$ cat src/rtl/display_timing_gen.sv
// Display timing generator: programmable H/V counters drive an RGB888 LCD
// interface from a valid/ready pixel stream. The generator locks to the stream
// on start-of-frame, flags underflow and misaligned SOF, and re-locks at the
// next frame origin.
//
// state        | meaning
// -------------+------------------------------------------------------------
// ST_IDLE      | enable low; counters held at 0, outputs at reset values
// ST_WAIT_SOF  | timing runs; non-SOF words discarded, SOF held until (0,0)
// ST_RUN       | locked; one word consumed per active pixel
module display_timing_gen #(
  parameter int          H_ACTIVE = 640,
  parameter int          H_FP     = 16,
  parameter int          H_SYNC   = 96,
  parameter int          H_BP     = 48,
  parameter int          V_ACTIVE = 480,
  parameter int          V_FP     = 10,
  parameter int          V_SYNC   = 2,
  parameter int          V_BP     = 33,
  parameter logic        HS_POL   = 1'b0,
  parameter logic        VS_POL   = 1'b0,
  parameter logic [23:0] UF_COLOR = 24'h000000
) (
  input  logic        clk,
  input  logic        reset_n,
  input  logic        enable,
  input  logic [31:0] pix_data,
  input  logic        pix_sof,
  input  logic        pix_valid,
  output logic        pix_ready,
  output logic [23:0] lcd_data,
  output logic        lcd_de,
  output logic        lcd_hsync,
  output logic        lcd_vsync,
  output logic        frame_start,
  output logic        underflow,
  output logic        misalign,
  input  logic        clr_err
);

  localparam int H_TOT = H_ACTIVE + H_FP + H_SYNC + H_BP;
  localparam int V_TOT = V_ACTIVE + V_FP + V_SYNC + V_BP;
  localparam int HW    = $clog2(H_TOT + 1);
  localparam int VW    = $clog2(V_TOT + 1);

  localparam logic [HW-1:0] H_ACT_L  = HW'(H_ACTIVE);
  localparam logic [HW-1:0] H_SS_L   = HW'(H_ACTIVE + H_FP);
  localparam logic [HW-1:0] H_SE_L   = HW'(H_ACTIVE + H_FP + H_SYNC);
  localparam logic [HW-1:0] H_LAST_L = HW'(H_TOT - 1);
  localparam logic [VW-1:0] V_ACT_L  = VW'(V_ACTIVE);
  localparam logic [VW-1:0] V_SS_L   = VW'(V_ACTIVE + V_FP);
  localparam logic [VW-1:0] V_SE_L   = VW'(V_ACTIVE + V_FP + V_SYNC);
  localparam logic [VW-1:0] V_LAST_L = VW'(V_TOT - 1);

  typedef enum logic [1:0] {ST_IDLE, ST_WAIT_SOF, ST_RUN} state_t;

  state_t          state;
  logic [HW-1:0]   h_cnt;
  logic [VW-1:0]   v_cnt;
  logic            active;
  logic            origin;
  logic            hs_on;
  logic            vs_on;
  logic            sof_early;
  logic            unused_hi;

  // The upper byte of the pixel word carries nothing for the panel.
  assign unused_hi = ^pix_data[31:24];

  // Region decode from the current counters and the stream handshake.
  always_comb begin
    active    = (h_cnt < H_ACT_L) && (v_cnt < V_ACT_L);
    origin    = (h_cnt == '0) && (v_cnt == '0);
    hs_on     = (h_cnt >= H_SS_L) && (h_cnt < H_SE_L);
    vs_on     = (v_cnt >= V_SS_L) && (v_cnt < V_SE_L);
    sof_early = pix_valid && pix_sof && !origin;
    pix_ready = 1'b0;
    if (enable) begin
      case (state)
        // SOF waits at the head of the stream until the frame origin.
        ST_WAIT_SOF: pix_ready = !pix_sof || origin;
        // A misplaced SOF is refused so it survives for the re-lock.
        ST_RUN:      pix_ready = active && !sof_early;
        default:     pix_ready = 1'b0;
      endcase
    end
  end

  // Raster counters: run only while timing is live, cleared otherwise.
  always_ff @(posedge clk or negedge reset_n) begin
    if (!reset_n) begin
      h_cnt <= '0;
      v_cnt <= '0;
    end else if (!enable || state == ST_IDLE) begin
      h_cnt <= '0;
      v_cnt <= '0;
    end else if (h_cnt == H_LAST_L) begin
      h_cnt <= '0;
      v_cnt <= (v_cnt == V_LAST_L) ? '0 : v_cnt + 1'b1;
    end else begin
      h_cnt <= h_cnt + 1'b1;
    end
  end

  // Sequencing FSM with registered panel outputs and sticky error flags.
  always_ff @(posedge clk or negedge reset_n) begin
    if (!reset_n) begin
      state       <= ST_IDLE;
      lcd_data    <= UF_COLOR;
      lcd_de      <= 1'b0;
      lcd_hsync   <= ~HS_POL;
      lcd_vsync   <= ~VS_POL;
      frame_start <= 1'b0;
      underflow   <= 1'b0;
      misalign    <= 1'b0;
    end else begin
      lcd_data <= UF_COLOR;
      // Clear first so a same-cycle set below takes priority.
      if (clr_err) begin
        underflow <= 1'b0;
        misalign  <= 1'b0;
      end
      if (!enable || state == ST_IDLE) begin
        state       <= enable ? ST_WAIT_SOF : ST_IDLE;
        lcd_de      <= 1'b0;
        lcd_hsync   <= ~HS_POL;
        lcd_vsync   <= ~VS_POL;
        frame_start <= 1'b0;
      end else begin
        lcd_de      <= active;
        lcd_hsync   <= hs_on ? HS_POL : ~HS_POL;
        lcd_vsync   <= vs_on ? VS_POL : ~VS_POL;
        frame_start <= origin;
        case (state)
          ST_WAIT_SOF: begin
            if (pix_valid && pix_ready && pix_sof) begin
              lcd_data <= pix_data[23:0];
              state    <= ST_RUN;
            end
          end
          ST_RUN: begin
            if (active) begin
              if (sof_early) begin
                misalign <= 1'b1;
                state    <= ST_WAIT_SOF;
              end else if (pix_valid) begin
                lcd_data <= pix_data[23:0];
              end else begin
                underflow <= 1'b1;
              end
            end
          end
          default: state <= ST_IDLE;
        endcase
      end
    end
  end

endmodule

$ cat config.mk
export PLATFORM = sky130hd
export DESIGN_NAME = display_timing_gen
export DESIGN_NICKNAME = d
export VERILOG_FILES = /design/src/rtl/display_timing_gen.sv
export SDC_FILE = /design/constraint.sdc
export NUM_CORES = 1
export LEC_CHECK = 0
export ABC_AREA = 1
export CORE_ASPECT_RATIO = 1.5
export CORE_UTILIZATION = 34
export DETAILED_ROUTE_END_ITERATION = 7
export DONT_BUFFER_PORTS = 1
export PLACE_DENSITY_LB_ADDON = 0.1
export SYNTH_ARGS = -nofsm -noshare
export SYNTH_HDL_FRONTEND = slang
export SYNTH_SLANG_ARGS = --single-unit
$ cat constraint.sdc
create_clock -name clk -period 1.8 [get_ports clk]
set_clock_uncertainty 0.2 [all_clocks]
set_input_delay 0.36 -clock clk [delete_from_list [all_inputs] [get_ports clk]]
set_output_delay 0.36 -clock clk [all_outputs]
set_load 0.005 [all_outputs]
==> results of run 1 <==
==> kinds of logic (layout without fill, tap and decap cells) <==
kind of cell,after synthesis,after routing,synth area share
AO/OA/AOI/OAI,25,25,0.0561
buffers and inverters,45,127,0.0774
adder cells (fa/ha/maj),8,8,0.0377
AND/OR/NAND/NOR,162,162,0.327
XOR/XNOR,3,3,0.00991
flip-flops,52,52,0.492
==> registers in the layout (all words and copies together) (netlist names) <==
signal and flops:
h_cnt 10, underflow 1, lcd_vsync 1, lcd_hsync 1
lcd_data 24, misalign 1, state 2, v_cnt 10
lcd_de 1, frame_start 1
==> worst paths after layout <==
path | start | end | slack [ns] | cells past startpoint
worst min-delay path | reset_n | lcd_data[23] | -0.44 | 0
worst max register to register | h_cnt[2] | lcd_data[6] | -0.20 | 12
min in group clk | pix_data[16] | lcd_data[16] | 0.02 | 2
max in group asynchronous | reset_n | lcd_vsync | 1.63 | 0
worst min register to register | state[1] | state[1] | 0.30 | 2
worst max-delay path | h_cnt[2] | pix_ready | -0.39 | 8
==> cells in the final DEF (no fill, tap or decap), types with 4 or more instances in the layout <==
master / instances
nand2_2: 8
buf_4: 64
a21oi_1: 6
nor2_4: 25
nand3_1: 13
nand2_1: 57
nor2_2: 10
buf_6: 7
dlygate4sd3_1: 4
clkbuf_16: 5
inv_1: 30
nor2_1: 25
nand3_2: 4
inv_2: 9
ha_1: 5
o21ai_0: 4
dfrtp_1: 48
==> worst reg2reg max path, cell delays in order, from the launching register on <==
cell and delay, ns:
dfrtp_2 0.44, nor2_1 0.16, nand2_2 0.09, nor2_2 0.09, nand3_2 0.12, nand2_2 0.10
nand2_2 0.06, buf_6 0.12, nand2_4 0.06, nand4_4 0.10, nand2_8 0.23, inv_12 0.09
nor2_4 0.08
==> routing by layer <==
layer / GRT usage / part of all wire / vias to the layer above
li1: - / - / 1089
met1: 0.168 / 0.36 / 1043
met2: 0.316 / 0.57 / 58
met3: 0.0373 / 0.039 / 11
met4: 0.0618 / 0.024 / 0
met5: 0 / 0 / -
==> final cells by class <==
class,instances,area share
multi-input combinational,198,0.366
sequential,52,0.342
inverter,40,0.0436
timing repair buffer,76,0.162
timing repair inverter,3,0.0138
tap,102,0.0334
clock buffer,5,0.0328
clock inverter,3,0.00590
==> power by group through the flow <==
stage          Sequential (uW)  Clock, uW  Combinational [uW]
2_1_floorplan             1230          0                 266
3_3_place_gp              1230          0                 463
3_5_place_dp              1230          0                 465
4_1_cts                   1210        998                 543
5_1_grt                   1210       1040                 701
6_report                  1210        964                 646
==> through the flow <==
step	setup WS [ns]	area, um2	hold slack, ns	utilization
global route	-0.490	3820	-0.462	0.505
floorplan	0.00917	2650	-0.136	-
CTS	-0.408	3540	-0.453	0.468
global placement	-0.269	3180	-0.134	0.420
detailed placement	-0.305	3180	-0.134	0.420
finish	-0.391	3820	-0.441	0.505
==> timing repair <==
action,in CTS,in global routing
pin swaps,9,22
setup buffers,4,12
setup endpoints to repair,43,48
cloned,3,0
gates resized for setup,32,54
endpoints found under the hold margin,56,52
==> flow_metrics.py, run 1 <==
metrics = {
    "run_status": {
        "outcome": "complete, but fails checks",
        "violations": "hold timing, setup timing",
    },
    "timing": {
        "timing.final.ws_setup_ns": -0.391,
        "tightest_slew_ns": 0.295,
        "period_needed_ns": 2.19,
        "hold_slack_ns": -0.441,
        "rsz0062_at_grt": "true",
        "finalSetupViolations": 32,
        "drv_slew": 0,
        "hold_viol_final": 52,
        "relSlewSlack": 0.803,
        "period_share": 1.22,
        "tns_ns": -5.34,
        "clock.fmax_mhz": 456,
    },
    "clock_network": {
        "clockRootBuffer": "clkbuf_16",
        "h-tree-depth": 2,
        "clk_latency_ns": 0.29,
        "clockBufferDepth": 2,
        "cts_tree": "done",
        "cts_hold_buf": 4,
        "cts_buffers": 5,
        "clock-sinks": 52,
        "cts.reportedPaths.clkPinSlew_ns": 0.07,
    },
    "power": {
        "switching_share": 0.288,
        "p_int_uw": 2010,
        "total_power_uw": 2820,
        "max-vdd-ir-drop_mv": 0.484,
        "power.density_mw_per_mm2": 738,
        "pwr-share-clk": 0.342,
        "netSwitchingPower_uw": 810,
        "power_frac_comb": 0.229,
        "p_leak_uw": 0.00172,
        "sequentialPowerShare": 0.429,
    },
    "setup_path": {
        "path_common_cell": "nand2_2",
        "critPathMaxStageDelay_ns": 0.44,
        "critPathBufInv": 1,
        "path_max_fanout": 4,
        "crit_slowest_cell": "dfrtp_2",
        "crit_required_ns": 1.24,
        "crit_family": "simple AND/OR/NAND/NOR gates",
        "crit_path_start_kind": "flip-flop",
        "cp-end-kind": "primary output",
        "cp.arrival_ns": 1.63,
        "setup.worst_path.class": "flip-flop to primary output",
        "crit_chain": "nor2_1, nand2_2, nor2_2, nand3_2, nand2_2, nand2_4, buf_6, a21oi_4",
    },
    "die": {
        "coreArea_mm2": 0.00756,
        "die_w_um": 74.1,
        "die_area_mm2": 0.00817,
        "rows": 39,
        "die_h_um": 110,
        "ios": 69,
        "start_util": 0.351,
    },
    "cells_and_area": {
        "layout-drive-gt1-share": 0.451,
        "seqCellArea_mm2": 0.00131,
        "fillers": 739,
        "antennaDiodeCount": 0,
        "finalNetCount": 422,
        "finalNonFillerCells": 479,
        "multi_input_comb_area_mm2": 0.00140,
        "area.growth.synth_to_final_pct": 43.9,
    },
    "grt": {
        "grt_max_degree": 53,
        "grt_usage": 0.165,
        "grt_overflow_total": 0,
        "antenna_found_initial": 0,
        "grt_pass1_vias": 2130,
        "grt_first_pass_wirelength_um": 9960,
    },
    "place": {
        "port-buffer-count": 0,
        "dpl.cell_count": 450,
        "hpwl_um": 4310,
        "gp_congestion": 0.843,
    },
    "logic_synthesis": {
        "synth_area_mm2": 0.00265,
        "ys.warnings.count": 0,
        "yosysTopAreaCellShare": 0.472,
        "ys_top_cells_by_area": "dfrtp_1 47%, nand2_1 9.2%, nor2_4 8.9%",
        "syn_inst": 295,
        "synth_cell_types": 35,
        "syn-num-nets": 341,
        "synthArstFlopShare": 1.00,
        "synth_ff_type": "dfrtp_1",
        "synth-edff-count": 0,
        "syn_area_per_cell_um2": 8.99,
        "yosys.area.top_type": "dfrtp_1",
        "synth.most_common_cell": "nand2_1",
        "ys_seq_elements": 52,
        "yosys-top-cells-count": "65 x nand2_1, 50 x dfrtp_1, 37 x nor2_1",
        "synth.yosys.seq_area_share": 0.492,
    },
    "routing": {
        "vias": 2201,
        "drc": 0,
        "drtIter0Drc": 33,
        "wl_per_cell_um": 13.3,
        "first_pass_iters": 5,
        "drt_wl_total_um": 6370,
        "ant_nets": 0,
        "via_per_inst": 4.59,
    },
    "flow_run": {
        "drv_cap": 0,
    },
    "worst_hold_path": {
        "hold_class": "input port to async pin",
    },
}
(Power assumes the default switching activity.)
==> run 2, diff against run 1 <==
- CORE_MARGIN: not set -> 2
- CORE_UTILIZATION: 34 -> 45
- PLACE_DENSITY: not set -> 0.62
- PLACE_DENSITY_LB_ADDON: 0.1 -> not set
==> run 2 against run 1 <==
Effect of this change: critical path depth increased by 1; sequential share of layout area decreased by 0.99 points; register-to-register slack got worse by 0.17 ns; cell area increased by 2.9%; fmax decreased by 0.29%; critical path type unchanged; largest cell class unchanged; count of clock-buffer cells in the layout unchanged; global-route usage increased by 4.6 points; the run ends with setup timing left; core utilization increased by 18 points; clock power decreased by 24%; critical endpoint unchanged; largest power group unchanged; non-clock buffer count increased by 22.
==> flow_metrics.py, run 2 (synthesized netlist as in run 1, its figures left out) <==
metrics = {
    "setup_path": {
        "setup.worst_path.class": "flip-flop to primary output",
        "crit_slowest_cell": "dfrtp_1",
        "cp-end-kind": "primary output",
        "cp.arrival_ns": 1.64,
        "critPathMaxStageDelay_ns": 0.40,
        "crit_path_start_kind": "flip-flop",
        "crit_required_ns": 1.24,
        "crit_chain": "inv_1, ha_2, nand2_2, nor2_2, nand3_2, buf_6, nand2_4, nand2_4, a21oi_4",
        "path_max_fanout": 2,
        "path_common_cell": "nand2_4",
    },
    "cells_and_area": {
        "largest_reg_flops": 24,
        "final_cell_mix": "66 x buf_4, 59 x nand2_1, 49 x dfrtp_1",
        "final_common_cell": "buf_4",
        "regMostFlops": "lcd_data",
        "area.growth.synth_to_final_pct": 48.0,
        "reg_top3": "lcd_data: 24 flops, h_cnt: 10 flops, v_cnt: 10 flops",
        "layout-drive-gt1-share": 0.414,
        "antennaDiodeCount": 0,
        "finalNetCount": 444,
    },
    "grt": {
        "global_route.usage.met1": 0.212,
        "grt_usage": 0.211,
        "grt-busiest-layer": "met2",
        "grtUsageMet3": 0.0553,
        "grt_pass1_vias": 2385,
        "antenna_found_initial": 0,
        "grt_overflow_total": 0,
        "gr-usage-met2": 0.411,
        "grt_max_degree": 53,
        "grt_first_pass_wirelength_um": 10600,
    },
    "worst_hold_path": {
        "hold_class": "input port to flip-flop",
    },
    "clock_network": {
        "cts_buffers": 5,
        "h-tree-depth": 2,
        "clock-sinks": 52,
        "cts.reportedPaths.clkPinSlew_ns": 0.11,
        "clockRootBuffer": "clkbuf_8",
        "clk_latency_ns": 0.32,
        "cts_tree": "done",
        "clockBufferDepth": 2,
    },
    "timing": {
        "relSlewSlack": 0.820,
        "drv_slew": 0,
        "tightest_slew_ns": 0.269,
        "period_needed_ns": 2.20,
        "hold_viol_final": 0,
        "clock.fmax_mhz": 455,
        "rsz0062_at_grt": "true",
        "hold_slack_ns": 0.0218,
        "timing.final.ws_setup_ns": -0.397,
        "period_share": 1.22,
        "finalSetupViolations": 44,
    },
    "power": {
        "total_power_uw": 2670,
        "power.density_mw_per_mm2": 681,
        "p_leak_uw": 0.00180,
        "max-vdd-ir-drop_mv": 0.475,
    },
    "die": {
        "start_util": 0.462,
        "die_area_mm2": 0.00654,
        "die_h_um": 98.0,
        "ios": 69,
        "die_w_um": 66.7,
        "coreArea_mm2": 0.00574,
        "rows": 34,
    },
    "routing": {
        "drc": 0,
        "drt_wl_total_um": 6700,
        "wl_per_cell_um": 14.2,
        "drtIter0Drc": 108,
        "ant_nets": 0,
        "vias": 2265,
        "first_pass_iters": 4,
        "via_per_inst": 4.81,
    },
    "flow_run": {
        "drv_cap": 0,
    },
    "place": {
        "gp_congestion": 0.784,
        "port-buffer-count": 0,
        "hpwl_um": 4130,
    },
    "run_status": {
        "outcome": "complete, but fails checks",
        "violations": "setup timing",
    },
}
run 2: layout make-up:
cell class | count | area [um2]
fill | 421 | 1820
multi-input combinational | 198 | 1350
sequential | 52 | 1310
timing repair buffer | 98 | 858
inverter | 40 | 170
tap | 72 | 90.1
clock buffer | 5 | 68.8
timing repair inverter | 3 | 52.6
clock inverter | 3 | 28.8
run 2: final timing paths:
| check | startpoint | end | slack, ns | depth (start not counted) |
|---|---|---|---|---|
| max reg2reg | h_cnt[1] | lcd_data[4] | -0.37 | 14 |
| max | h_cnt[1] | pix_ready | -0.40 | 9 |
| max in group asynchronous | reset_n | lcd_hsync | 0.75 | 2 |
| min | pix_data[9] | lcd_data[9] | 0.02 | 2 |
| min in group asynchronous | reset_n | misalign | 0.34 | 2 |
| min reg2reg | h_cnt[2] | h_cnt[2] | 0.31 | 1 |
run 2: power by group:
group          switching, uW  internal [uW]  leakage (uW)
Clock                    442            295     0.0000511
Combinational            391            339       0.00104
Sequential              14.9           1190      0.000713
Total                    848           1830       0.00180
run 2: layer usage:
metal,wire length [um],vias up
li1,-,1128
met1,2380,1076
met3,304,6
met2,3940,55
met4,79,0
met5,0,-
run 2: through the flow:
stage | setup slack (ns) | cells | utilization | TNS (ns) | instance area [um2]
2_1_floorplan | 0.00917 | 295 | - | 0 | 2650
3_3_place_gp | -0.227 | 414 | 0.539 | -5.22 | 3090
3_5_place_dp | -0.296 | 414 | 0.539 | -6.98 | 3090
4_1_cts | -0.404 | 459 | 0.649 | -6.96 | 3730
5_1_grt | -0.495 | 471 | 0.684 | -15.88 | 3930
6_report | -0.397 | 471 | 0.684 | -11.37 | 3930
run 2: worst max-delay path, delay by kind of cell (launching register included):
family	cells	cell delay [ns]
AO/OA/AOI/OAI	1	0.15
adder cells (fa/ha/maj)	1	0.19
buffers and inverters	2	0.20
flip-flops	1	0.40
AND/OR/NAND/NOR	5	0.37
run 2: timing repair:
item	4_1_cts	5_1_grt
endpoints found under the hold margin	74	1
setup endpoints to repair	40	48
setup buffers	9	11
gates cloned	3	0
resized for setup	47	30
hold buffers	25	1
pin swaps	10	13
==> run 3, diff against run 2 <==
- CORE_ASPECT_RATIO: 1.5 -> 0.7
- PLACE_DENSITY: 0.62 -> 0.66
==> run 3 against run 2 <==
Effect of this change: cell area fell by 5.1%; sequential power barely moved; total power fell by 3.0%; routed wire length rose by 6.3%; sequential share of layout area rose by 1.8 points; cell count fell by 3.6%; register-to-register slack got worse by 0.02 ns; non-clock buffer count fell by 21; critical path depth rose by 4; the flow finishes with violations (hold timing, setup timing); hold slack got worse by 0.025 ns.
==> flow_metrics.py, run 3 (synthesized netlist as in run 1, its figures left out) <==
metrics = {
    "power": {
        "power.density_mw_per_mm2": 697,
        "max-vdd-ir-drop_mv": 0.329,
        "p_leak_uw": 0.00167,
    },
    "timing": {
        "period_needed_ns": 2.19,
        "relSlewSlack": 0.726,
        "period_share": 1.22,
        "timing.final.ws_setup_ns": -0.389,
        "clock.fmax_mhz": 457,
        "drv_slew": 0,
        "tns_ns": -11.66,
        "rsz0062_at_grt": "true",
        "hold_slack_ns": -0.00304,
        "tightest_slew_ns": 0.408,
        "finalSetupViolations": 46,
        "hold_viol_final": 1,
    },
    "grt": {
        "grt_max_degree": 53,
        "grt_first_pass_wirelength_um": 10500,
        "grt_overflow_total": 0,
        "grt_usage": 0.214,
        "antenna_found_initial": 0,
        "grt_pass1_vias": 2128,
    },
    "clock_network": {
        "cts_tree": "done",
        "cts.reportedPaths.clkPinSlew_ns": 0.10,
        "clk_latency_ns": 0.32,
        "h-tree-depth": 2,
        "cts_buffers": 5,
        "clockRootBuffer": "clkbuf_8",
        "clockBufferDepth": 2,
        "clock-sinks": 52,
    },
    "place": {
        "preCtsSetupSlack_ns": -0.322,
        "hpwl_um": 4390,
        "port-buffer-count": 0,
        "gp_congestion": 0.841,
    },
    "cells_and_area": {
        "area.growth.synth_to_final_pct": 40.4,
        "seqCellArea_mm2": 0.00130,
        "antennaDiodeCount": 0,
        "fillers": 443,
        "regMostFlops": "lcd_data",
        "finalNetCount": 424,
        "reg_top3": "lcd_data: 24 flops, h_cnt: 10 flops, v_cnt: 10 flops",
        "multi_input_comb_area_mm2": 0.00133,
        "final_cell_mix": "58 x nand2_1, 50 x dfrtp_1, 50 x buf_4",
        "layout-drive-gt1-share": 0.380,
        "largest_reg_flops": 24,
        "final_common_cell": "nand2_1",
    },
    "die": {
        "rows": 23,
        "coreArea_mm2": 0.00570,
        "ios": 69,
        "start_util": 0.466,
        "die_w_um": 95.8,
        "die_h_um": 68.2,
        "die_area_mm2": 0.00653,
    },
    "setup_path": {
        "cp.arrival_ns": 2.23,
        "crit_path_start_kind": "flip-flop",
        "crit_chain": "inv_1, ha_2, nand2_2, nor2_4, nand3_4, nand2_2, nand2_2, buf_4, nand2_2, nand4_4, nand2_8, inv_16, nor2_1",
        "crit_required_ns": 1.85,
        "path_max_fanout": 6,
        "setup.worst_path.class": "flip-flop to flip-flop",
        "crit_family": "simple AND/OR/NAND/NOR gates",
        "critPathBufInv": 3,
        "cp-end-kind": "flip-flop",
        "crit_slowest_cell": "dfrtp_1",
        "critPathMaxStageDelay_ns": 0.41,
        "path_common_cell": "nand2_2",
    },
    "run_status": {
        "violations": "hold timing, setup timing",
        "outcome": "complete, but fails checks",
    },
    "routing": {
        "ant_nets": 0,
        "via_per_inst": 5.13,
        "vias": 2328,
        "drtIter0Drc": 299,
        "wl_per_cell_um": 15.7,
        "drc": 0,
        "first_pass_iters": 5,
        "drt_wl_total_um": 7120,
    },
    "flow_run": {
        "drv_cap": 0,
    },
    "worst_hold_path": {
        "hold_class": "input port to flip-flop",
    },
}
==> run 3: changes by cell type in the layout (fill, tap and decap cells not counted), moves of 2 or more <==
cell	before	now
buf_4	66	50
nand2_2	5	10
inv_2	11	7
dlygate4sd3_1	25	22
inv_1	27	30
nand2_4	4	1
inv_4	0	2
inv_6	2	0
nor2_1	23	25
nor2_4	26	24
==> run 3: final timing paths <==
path | start | end | slack [ns] | cells past startpoint
setup / recovery | h_cnt[0] | lcd_data[23] | -0.39 | 13
hold / removal | pix_data[18] | lcd_data[18] | -0.003 | 2
setup reg to reg | h_cnt[0] | lcd_data[23] | -0.39 | 13
hold reg to reg | state[1] | state[1] | 0.34 | 2
max in group asynchronous | reset_n | lcd_hsync | 0.78 | 2
min in group asynchronous | reset_n | frame_start | 0.33 | 2
==> run 3: repair_timing <==
item                                    CTS  global route
hold endpoints to repair                 71             2
pin swaps                                17            16
setup buffers                             6             7
resized for setup                        48            20
hold buffers                             21             2
gates cloned                              4             0
endpoints found under the setup margin   42            48
==> run 3: cell type report <==
| type | count | area share |
|---|---|---|
| Tap cell | 75 | 0.0252 |
| Clock inverter | 3 | 0.00739 |
| Clock buffer | 5 | 0.0185 |
| Sequential cell | 52 | 0.350 |
| Multi-Input combinational cell | 199 | 0.357 |
| Timing Repair inverter | 3 | 0.0141 |
| Inverter | 40 | 0.0460 |
| Timing Repair Buffer | 77 | 0.182 |
==> run 3: through the flow <==
step | utilization | hold slack (ns) | instance area, um2 | std cells | power (uW)
after floorplan | - | -0.136 | 2650 | 295 | 1500
after global placement | 0.532 | -0.134 | 3030 | 408 | 1650
after detailed placement | 0.532 | -0.134 | 3030 | 408 | 1660
after CTS | 0.628 | 0.00121 | 3580 | 445 | 2520
after global routing | 0.654 | 0.000797 | 3720 | 454 | 2720
final | 0.654 | -0.00304 | 3720 | 454 | 2590
==> run 3: power by group <==
part	switching [uW]	internal (uW)	leakage, uW
combinational	397	275	0.000913
clock	427	286	0.0000463
sequential	16.4	1190	0.000715
==> run 3: metal layers <==
layer	track usage	vias up	wire, um
met3	0.0606	24	405
met4	0.0732	0	229
met1	0.295	1112	3100
met2	0.327	93	3380
met5	0	-	0
li1	-	1099	-
